<file path="config.mk">
export PLATFORM = sky130hd
export DESIGN_NAME = design_select_ctrl
export DESIGN_NICKNAME = d
export VERILOG_FILES = /design/src/rtl/design_select_pkg.sv /design/src/rtl/sel_serial_rx.sv /design/src/rtl/design_select_ctrl.sv
export SDC_FILE = /design/constraint.sdc
export NUM_CORES = 1
export LEC_CHECK = 0
export ABC_CLOCK_PERIOD_IN_PS = 2200
export CAP_MARGIN = 20
export CORE_ASPECT_RATIO = 1.2
export CORE_MARGIN = 3
export CORE_UTILIZATION = 46
export CTS_CLUSTER_DIAMETER = 60
export DETAILED_ROUTE_END_ITERATION = 8
export HOLD_SLACK_MARGIN = 0.15
export PLACE_DENSITY = 0.72
export SLEW_MARGIN = 20
export SYNTH_ARGS = -nofsm -noshare
export SYNTH_HDL_FRONTEND = slang
export SYNTH_SLANG_ARGS = --single-unit
</file>
<file path="constraint.sdc">
create_clock -name clk_i -period 2.2 [get_ports clk_i]
set_input_delay 0.44 -clock clk_i [delete_from_list [all_inputs] [get_ports clk_i]]
set_output_delay 0.44 -clock clk_i [all_outputs]
set_load 0.05 [all_outputs]
</file>
<file path="src/rtl/design_select_pkg.sv">
// design_select_pkg
//   Shared types and defaults for the pad-multiplexer select controller.
//   SEL_W / FRAME_W : select code and serial frame widths
//   PARK_SEL_DEF    : select code with no design attached (all pads off)
//   MAGIC_DEF       : required header bits [7:5] of a serial frame
//   sel_state_e     : controller FSM states
package design_select_pkg;
  localparam int               SEL_W        = 5;
  localparam int               FRAME_W      = 8;
  localparam logic [SEL_W-1:0] PARK_SEL_DEF = 5'h11;
  localparam logic [2:0]       MAGIC_DEF    = 3'b101;

  typedef enum logic [2:0] {
    WAIT,
    SAMPLE,
    RUN,
    PARK,
    APPLY
  } sel_state_e;
endpackage

</file>
<file path="src/rtl/sel_serial_rx.sv">
// sel_serial_rx
//   3-wire serial frame receiver for runtime design re-select. Only built when
//   SEL_SERIAL_EN is defined; with the macro undefined this file is empty.
//   Ports:
//     clk_i, rst_i      system clock, async active-high reset
//     ser_cs_n_i        frame select, active low, asynchronous
//     ser_clk_i         bit clock, data taken on its rising edge, asynchronous
//     ser_dat_i         serial data, MSB first
//     frame_ok          1-cycle pulse: 8-bit frame with good header
//     frame_err         1-cycle pulse: non-empty frame rejected
//     frame_data        payload [4:0] of the last completed frame
`ifdef SEL_SERIAL_EN
module sel_serial_rx
  import design_select_pkg::*;
#(
  parameter logic [2:0] MAGIC = MAGIC_DEF
) (
  input  logic             clk_i,
  input  logic             rst_i,
  input  logic             ser_cs_n_i,
  input  logic             ser_clk_i,
  input  logic             ser_dat_i,
  output logic             frame_ok,
  output logic             frame_err,
  output logic [SEL_W-1:0] frame_data
);
  localparam logic [3:0] CNT_SAT = 4'(FRAME_W + 1);
  localparam logic [3:0] CNT_LEN = 4'(FRAME_W);

  // [0],[1] are the synchroniser, [2] is the delayed copy for edge detect
  logic [2:0]         r_cs_sync;
  logic [2:0]         r_clk_sync;
  logic [1:0]         r_dat_sync;
  logic [FRAME_W-1:0] r_shift;
  logic [3:0]         r_bit_cnt;

  logic w_cs_n, w_cs_fall, w_cs_rise, w_clk_rise, w_frame_good;

  always_ff @(posedge clk_i or posedge rst_i) begin
    if (rst_i) begin
      r_cs_sync  <= '1;
      r_clk_sync <= '0;
      r_dat_sync <= '0;
    end else begin
      r_cs_sync  <= {r_cs_sync[1:0], ser_cs_n_i};
      r_clk_sync <= {r_clk_sync[1:0], ser_clk_i};
      r_dat_sync <= {r_dat_sync[0], ser_dat_i};
    end
  end

  assign w_cs_n       = r_cs_sync[1];
  assign w_cs_fall    = r_cs_sync[2] & ~r_cs_sync[1];
  assign w_cs_rise    = ~r_cs_sync[2] & r_cs_sync[1];
  assign w_clk_rise   = ~r_clk_sync[2] & r_clk_sync[1];
  assign w_frame_good = (r_bit_cnt == CNT_LEN) && (r_shift[FRAME_W-1 -: 3] == MAGIC);

  always_ff @(posedge clk_i or posedge rst_i) begin
    if (rst_i) begin
      r_shift    <= '0;
      r_bit_cnt  <= '0;
      frame_ok   <= 1'b0;
      frame_err  <= 1'b0;
      frame_data <= '0;
    end else begin
      if (w_cs_fall) begin
        r_shift   <= '0;
        r_bit_cnt <= '0;
      end else if (w_clk_rise && !w_cs_n) begin
        r_shift   <= {r_shift[FRAME_W-2:0], r_dat_sync[1]};
        // saturating so over-long frames stay distinguishable from 8-bit ones
        if (r_bit_cnt != CNT_SAT) r_bit_cnt <= r_bit_cnt + 4'd1;
      end
      frame_ok  <= w_cs_rise & w_frame_good;
      // an empty frame (cs_n pulse without clocks) is ignored silently
      frame_err <= w_cs_rise & (r_bit_cnt != 4'd0) & ~w_frame_good;
      if (w_cs_rise) frame_data <= r_shift[SEL_W-1:0];
    end
  end
endmodule
`endif

</file>
<file path="src/rtl/design_select_ctrl.sv">
// design_select_ctrl
//   Selecting end of the pad-multiplexer interface. Picks the initial design
//   from strap pins after reset and, when SEL_SERIAL_EN is defined, accepts a
//   runtime re-select over a 3-wire serial frame. Every runtime switch parks
//   the pads on PARK_SEL for PARK_CYCLES so two designs never drive back-to-back.
//   Build macro: SEL_SERIAL_EN (undefined: no receiver, FSM stays in RUN).
//   Ports:
//     clk_i, rst_i        system clock, async active-high reset
//     strap_i[4:0]        strap pins, asynchronous, synchronised here
//     ser_cs_n_i/clk_i/dat_i  serial re-select lines, asynchronous
//     design_sel[4:0]     registered select code to the pad multiplexer
//     sel_busy            high in every state except RUN
//     frame_err           1-cycle pulse on a rejected serial frame
module design_select_ctrl
  import design_select_pkg::*;
#(
  parameter int               STRAP_DELAY  = 16,
  parameter int               STRAP_STABLE = 4,
  parameter int               PARK_CYCLES  = 64,
  parameter logic [SEL_W-1:0] PARK_SEL     = PARK_SEL_DEF
) (
  input  logic             clk_i,
  input  logic             rst_i,
  input  logic [SEL_W-1:0] strap_i,
  input  logic             ser_cs_n_i,
  input  logic             ser_clk_i,
  input  logic             ser_dat_i,
  output logic [SEL_W-1:0] design_sel,
  output logic             sel_busy,
  output logic             frame_err
);
  localparam int CNT_MAX = (STRAP_DELAY > PARK_CYCLES) ? STRAP_DELAY : PARK_CYCLES;
  localparam int CNT_W   = $clog2(CNT_MAX + 1);
  localparam int STB_W   = $clog2(STRAP_STABLE + 1);
  localparam logic [CNT_W-1:0] DELAY_LAST = CNT_W'(STRAP_DELAY - 1);
  localparam logic [CNT_W-1:0] PARK_LAST  = CNT_W'(PARK_CYCLES - 1);
  localparam logic [STB_W-1:0] STB_DONE   = STB_W'(STRAP_STABLE);

  sel_state_e       r_state;
  logic [CNT_W-1:0] r_cnt;
  logic [STB_W-1:0] r_stable;
  logic [SEL_W-1:0] r_pend_sel;
  logic [SEL_W-1:0] r_strap_s1, r_strap_s2, r_strap_prev;

  logic [STB_W-1:0] w_stable_nxt;
  logic             w_acc;
  logic [SEL_W-1:0] w_fdata;

  // Strap synchroniser plus the previous synced sample for the stability run
  always_ff @(posedge clk_i or posedge rst_i) begin
    if (rst_i) begin
      r_strap_s1   <= '0;
      r_strap_s2   <= '0;
      r_strap_prev <= '0;
    end else begin
      r_strap_s1   <= strap_i;
      r_strap_s2   <= r_strap_s1;
      r_strap_prev <= r_strap_s2;
    end
  end

  assign w_stable_nxt = (r_strap_s2 == r_strap_prev) ? r_stable + STB_W'(1) : STB_W'(1);

`ifdef SEL_SERIAL_EN
  logic             w_rx_ok, w_rx_err;
  logic [SEL_W-1:0] w_rx_data;

  sel_serial_rx u_rx (
    .clk_i      (clk_i),
    .rst_i      (rst_i),
    .ser_cs_n_i (ser_cs_n_i),
    .ser_clk_i  (ser_clk_i),
    .ser_dat_i  (ser_dat_i),
    .frame_ok   (w_rx_ok),
    .frame_err  (w_rx_err),
    .frame_data (w_rx_data)
  );

  assign w_acc   = w_rx_ok;
  assign w_fdata = w_rx_data;

  // Frames finishing before the straps are accepted are dropped without error
  always_ff @(posedge clk_i or posedge rst_i) begin
    if (rst_i) frame_err <= 1'b0;
    else       frame_err <= w_rx_err & (r_state != WAIT) & (r_state != SAMPLE);
  end
`else
  logic w_unused_ser;
  assign w_unused_ser = ^{ser_cs_n_i, ser_clk_i, ser_dat_i};
  assign w_acc        = 1'b0;
  assign w_fdata      = '0;
  assign frame_err    = 1'b0;
`endif

  // design_sel holds cur_sel in RUN and PARK_SEL while parked. The new code is
  // loaded as PARK ends, so APPLY already drives it (still busy) and the pads
  // see PARK_SEL for exactly PARK_CYCLES cycles.
  always_ff @(posedge clk_i or posedge rst_i) begin
    if (rst_i) begin
      r_state    <= WAIT;
      r_cnt      <= '0;
      r_stable   <= '0;
      r_pend_sel <= '0;
      design_sel <= PARK_SEL;
      sel_busy   <= 1'b1;
    end else begin
      case (r_state)
        WAIT: begin
          if (r_cnt == DELAY_LAST) begin
            r_cnt   <= '0;
            r_state <= SAMPLE;
          end else begin
            r_cnt <= r_cnt + CNT_W'(1);
          end
        end
        SAMPLE: begin
          r_stable <= w_stable_nxt;
          if (w_stable_nxt == STB_DONE) begin
            design_sel <= r_strap_s2;
            sel_busy   <= 1'b0;
            r_state    <= RUN;
          end
        end
        RUN, APPLY: begin
          if (w_acc) begin
            r_pend_sel <= w_fdata;
            r_cnt      <= '0;
            design_sel <= PARK_SEL;
            sel_busy   <= 1'b1;
            r_state    <= PARK;
          end else begin
            sel_busy <= 1'b0;
            r_state  <= RUN;
          end
        end
        PARK: begin
          if (w_acc) begin
            // a newer frame wins and the park window starts over
            r_pend_sel <= w_fdata;
            r_cnt      <= '0;
          end else if (r_cnt == PARK_LAST) begin
            design_sel <= r_pend_sel;
            r_state    <= APPLY;
          end else begin
            r_cnt <= r_cnt + CNT_W'(1);
          end
        end
        default: begin
          r_state    <= WAIT;
          r_cnt      <= '0;
          design_sel <= PARK_SEL;
          sel_busy   <= 1'b1;
        end
      endcase
    end
  end
endmodule

</file>
==> flow_summary_export.csv <==
group,metric,value,unit
synth,syn_avg_cell_area,12.49,um2
clocking,clk_pin_slew,0.10,ns
synth,synth_cell_type_count,41,
die,core,3110,um2
sta,timing_limited_maximum_frequency,474.5,MHz
synth,syn_nets,133,
place,place.port_buffers,12,
die,core.rowCount,22,
final_layout,post_layout_nonfiller_instances,174,
grt,grt_pass1_wl,4.188,mm
sta,finalSetupTns,0,ns
detailed_routing,route.detailed.drc,0,
synth,share_of_yosys_cell_area_claimed_by_the_top_area_cell_type,51.32,%
power_and_ir_drop,leakagePower,0.7519,nW
grt,first_global_vias,923,
clocking,cts.sinks,34,
setup_path,worst-endpoint-arrival,1.67,ns
synth,yosysMostFrequentCell,"dfrtp_1",
setup_path,timing.critical_path.from,"design_sel[4]",
die,die_x,58.33,um
grt,grt-ovfl-total,0,
sta,rsz0062_at_grt,"false",
synth,area_of_the_mapped_netlist,1511,um2
grt,grt_antenna_before_repair,0,
place,finalWeightedCongestion,0.7270,
setup_path,reg2regPathDepth,6,
sta,final-hold-violation-count,0,
synth,postSynth.asyncResetShare,100.0,%
final_layout,post-route-util,55.59,%
final_layout,antenna-diode-count,0,
status,outcome,"complete, no violations",
setup_path,path_max_fanout,2,
sta,drv_slew,0,
setup_path,r2r-start,"r_cnt[1]",
grt,grt_max_degree,35,
setup_path,worst_path_dominant_cell_family,"buffers and inverters",
sta,worst_clock_skew,0.006838,ns
final_layout,finalNetCount,149,
sta,tightestPinTransition,0.4964,ns
detailed_routing,route.antenna.remaining_nets,0,
setup_path,worstSetupEndpointType,"output port",
setup_path,max_stage_delay,0.79,ns
die,initial_core_utilization,48.59,%
setup_path,path_depth,1,
synth,synth_common_cells,"dfrtp_1 (31), nand2_1 (10), xnor2_1 (9)",
grt,global_route.usage.total,14.18,%
min_path,timing.hold.worst.start,"r_strap_s1[0]",
synth,yosys_warnings,0,
detailed_routing,first_iter_violations,35,
detailed_routing,via_to_cell_ratio,5.540,
power_and_ir_drop,pwr_density_cell,820.9,nW/um2
final_layout,area.sequential,854.6,um2
clocking,cts_root_buffer,"clkbuf_4",
place,numPlacedInstances,166,
synth,yosys_most_used_dff,"dfrtp_1",
place,half_perimeter_wire_length_of_the_detailed_placement_result,1.779,mm
sta,setup-violations-final,0,
synth,synth_seq_area_share,56.54,%
sta,period_share,95.79,%
sta,worst_slew_margin_rel,66.81,%
sta,post-route-min-period,2.107,ns
clocking,worstSkewPairLatency,0.33,ns
synth,synth_edf_count,0,
setup_path,worstSetupStartpointType,"flip-flop",
clocking,cts.path.max_buffers,2,
setup_path,timing.critical_path.cells,"clkdlybuf4s50_1",
synth,syn_inst,121,
min_path,hp-class,"flip-flop to flip-flop",
sta,hold-worst-slack,0.3624,ns
clocking,tritoncts,"built",
run,maxCapViolations,0,
synth,synthTopCellsByArea,"dfrtp_1 (51%), dfstp_2 (5.2%), xnor2_1 (5.2%)",
final_layout,drive_gt1_share,17.39,%
final_layout,area_growth,14.40,%
synth,synth_seq_cells,34,
final_layout,fillerInstances,273,
detailed_routing,route.vias.total,964,
setup_path,timing.setup.critical_path_class,"flip-flop to output port",
setup_path,cp.buffers_inverters,1,
clocking,cts-hold-fix-buffers,0,
power_and_ir_drop,ir_worst_vdd,0.0004968,V
final_layout,multi_input_area,598.1,um2
die,die_area,4012,um2
power_and_ir_drop,total_power,1.419,mW
clocking,numCtsBuffers,5,
die,die-height,68.79,um
synth,post-synth-top-area-cell,"dfrtp_1",
clocking,number_of_levels_the_h_tree_was_split_into,2,
min_path,worst_hold_path.num_cells,0,
detailed_routing,drt-wirelength-per-cell,13.73,um
setup_path,critPathRequiredTime,1.76,ns
clocking,cts_setup_buffers,0,
clocking,cts_resized,0,
setup_path,timing.critical_path.slowest_stage_cell,"clkdlybuf4s50_1",
die,num_io_pins,17,
detailed_routing,drt_pre_antenna_iters,4,
detailed_routing,drt_wl_total,2.389,mm
logic make-up after synthesis:
kind of cell	synth area share, %
compound gates	15.98
other cells	0.2481
flops	56.54
simple gates	15.15
fa+ha+maj	1.655
buf+inv	3.891
mux	0.7450
xor+xnor	5.795
sequential cells by signal, indices dropped and copies added, names as in the netlist:
name	count
design_sel	5
r_strap_s2	5
r_cnt	7
r_strap_s1	5
r_strap_prev	5
sel_busy	1
r_stable	3
r_state	3
per-layer routing:
metal	global-route usage (%)	wire [um]
met4	6.957	45
met1	17.22	1051
met2	22.35	1208
met3	5.028	83
met5	0	0
stage by stage:
step,cell area [um2],worst slack (ns)
2_1_floorplan,1511,0.6331
3_3_place_gp,1644,0.4511
3_5_place_dp,1644,0.4567
4_1_cts,1729,0.07365
5_1_grt,1729,0.03601
6_report,1729,0.09255
power by group:
group	internal (mW)	total, mW	switching [mW]
clock network	0.271	0.468	0.197
registers	0.684	0.722	0.0377
logic	0.0923	0.229	0.137
total	1.05	1.42	0.372
final timing paths:
kind                                  to  slack [ns]
max                        design_sel[4]        0.09
min                        r_strap_s2[0]        0.36
max reg2reg                design_sel[1]        0.46
min reg2reg                r_strap_s2[0]        0.36
max in group asynchronous       sel_busy        1.37
min in group asynchronous  r_strap_s2[3]        0.50
cell usage in the layout, fill, tap and decap left out, types with 2 or more instances in the layout:
master / Yosys / routed
a21o_1: 2 / 2
a21oi_1: 5 / 5
a22o_1: 5 / 5
a22oi_1: 2 / 2
clkbuf_4: 0 / 5
clkdlybuf4s50_1: 0 / 12
dfrtp_1: 31 / 31
dfstp_2: 3 / 3
ha_1: 2 / 2
inv_1: 5 / 5
nand2_1: 10 / 10
nand3_1: 3 / 3
nor2_1: 7 / 7
nor3_1: 4 / 4
nor4_4: 2 / 2
o21a_1: 2 / 2
o21ai_0: 2 / 2
o31ai_1: 2 / 2
xnor2_1: 9 / 9
final cells by class:
cell class,count,share of cell area [%]
clock inverters,1,1.737
flip-flops and latches,34,49.42
well taps,36,2.605
multi-input cells,78,34.59
repair buffers,13,7.381
inverters,5,1.085
clock buffers,7,3.184
(Power assumes the default switching activity.)
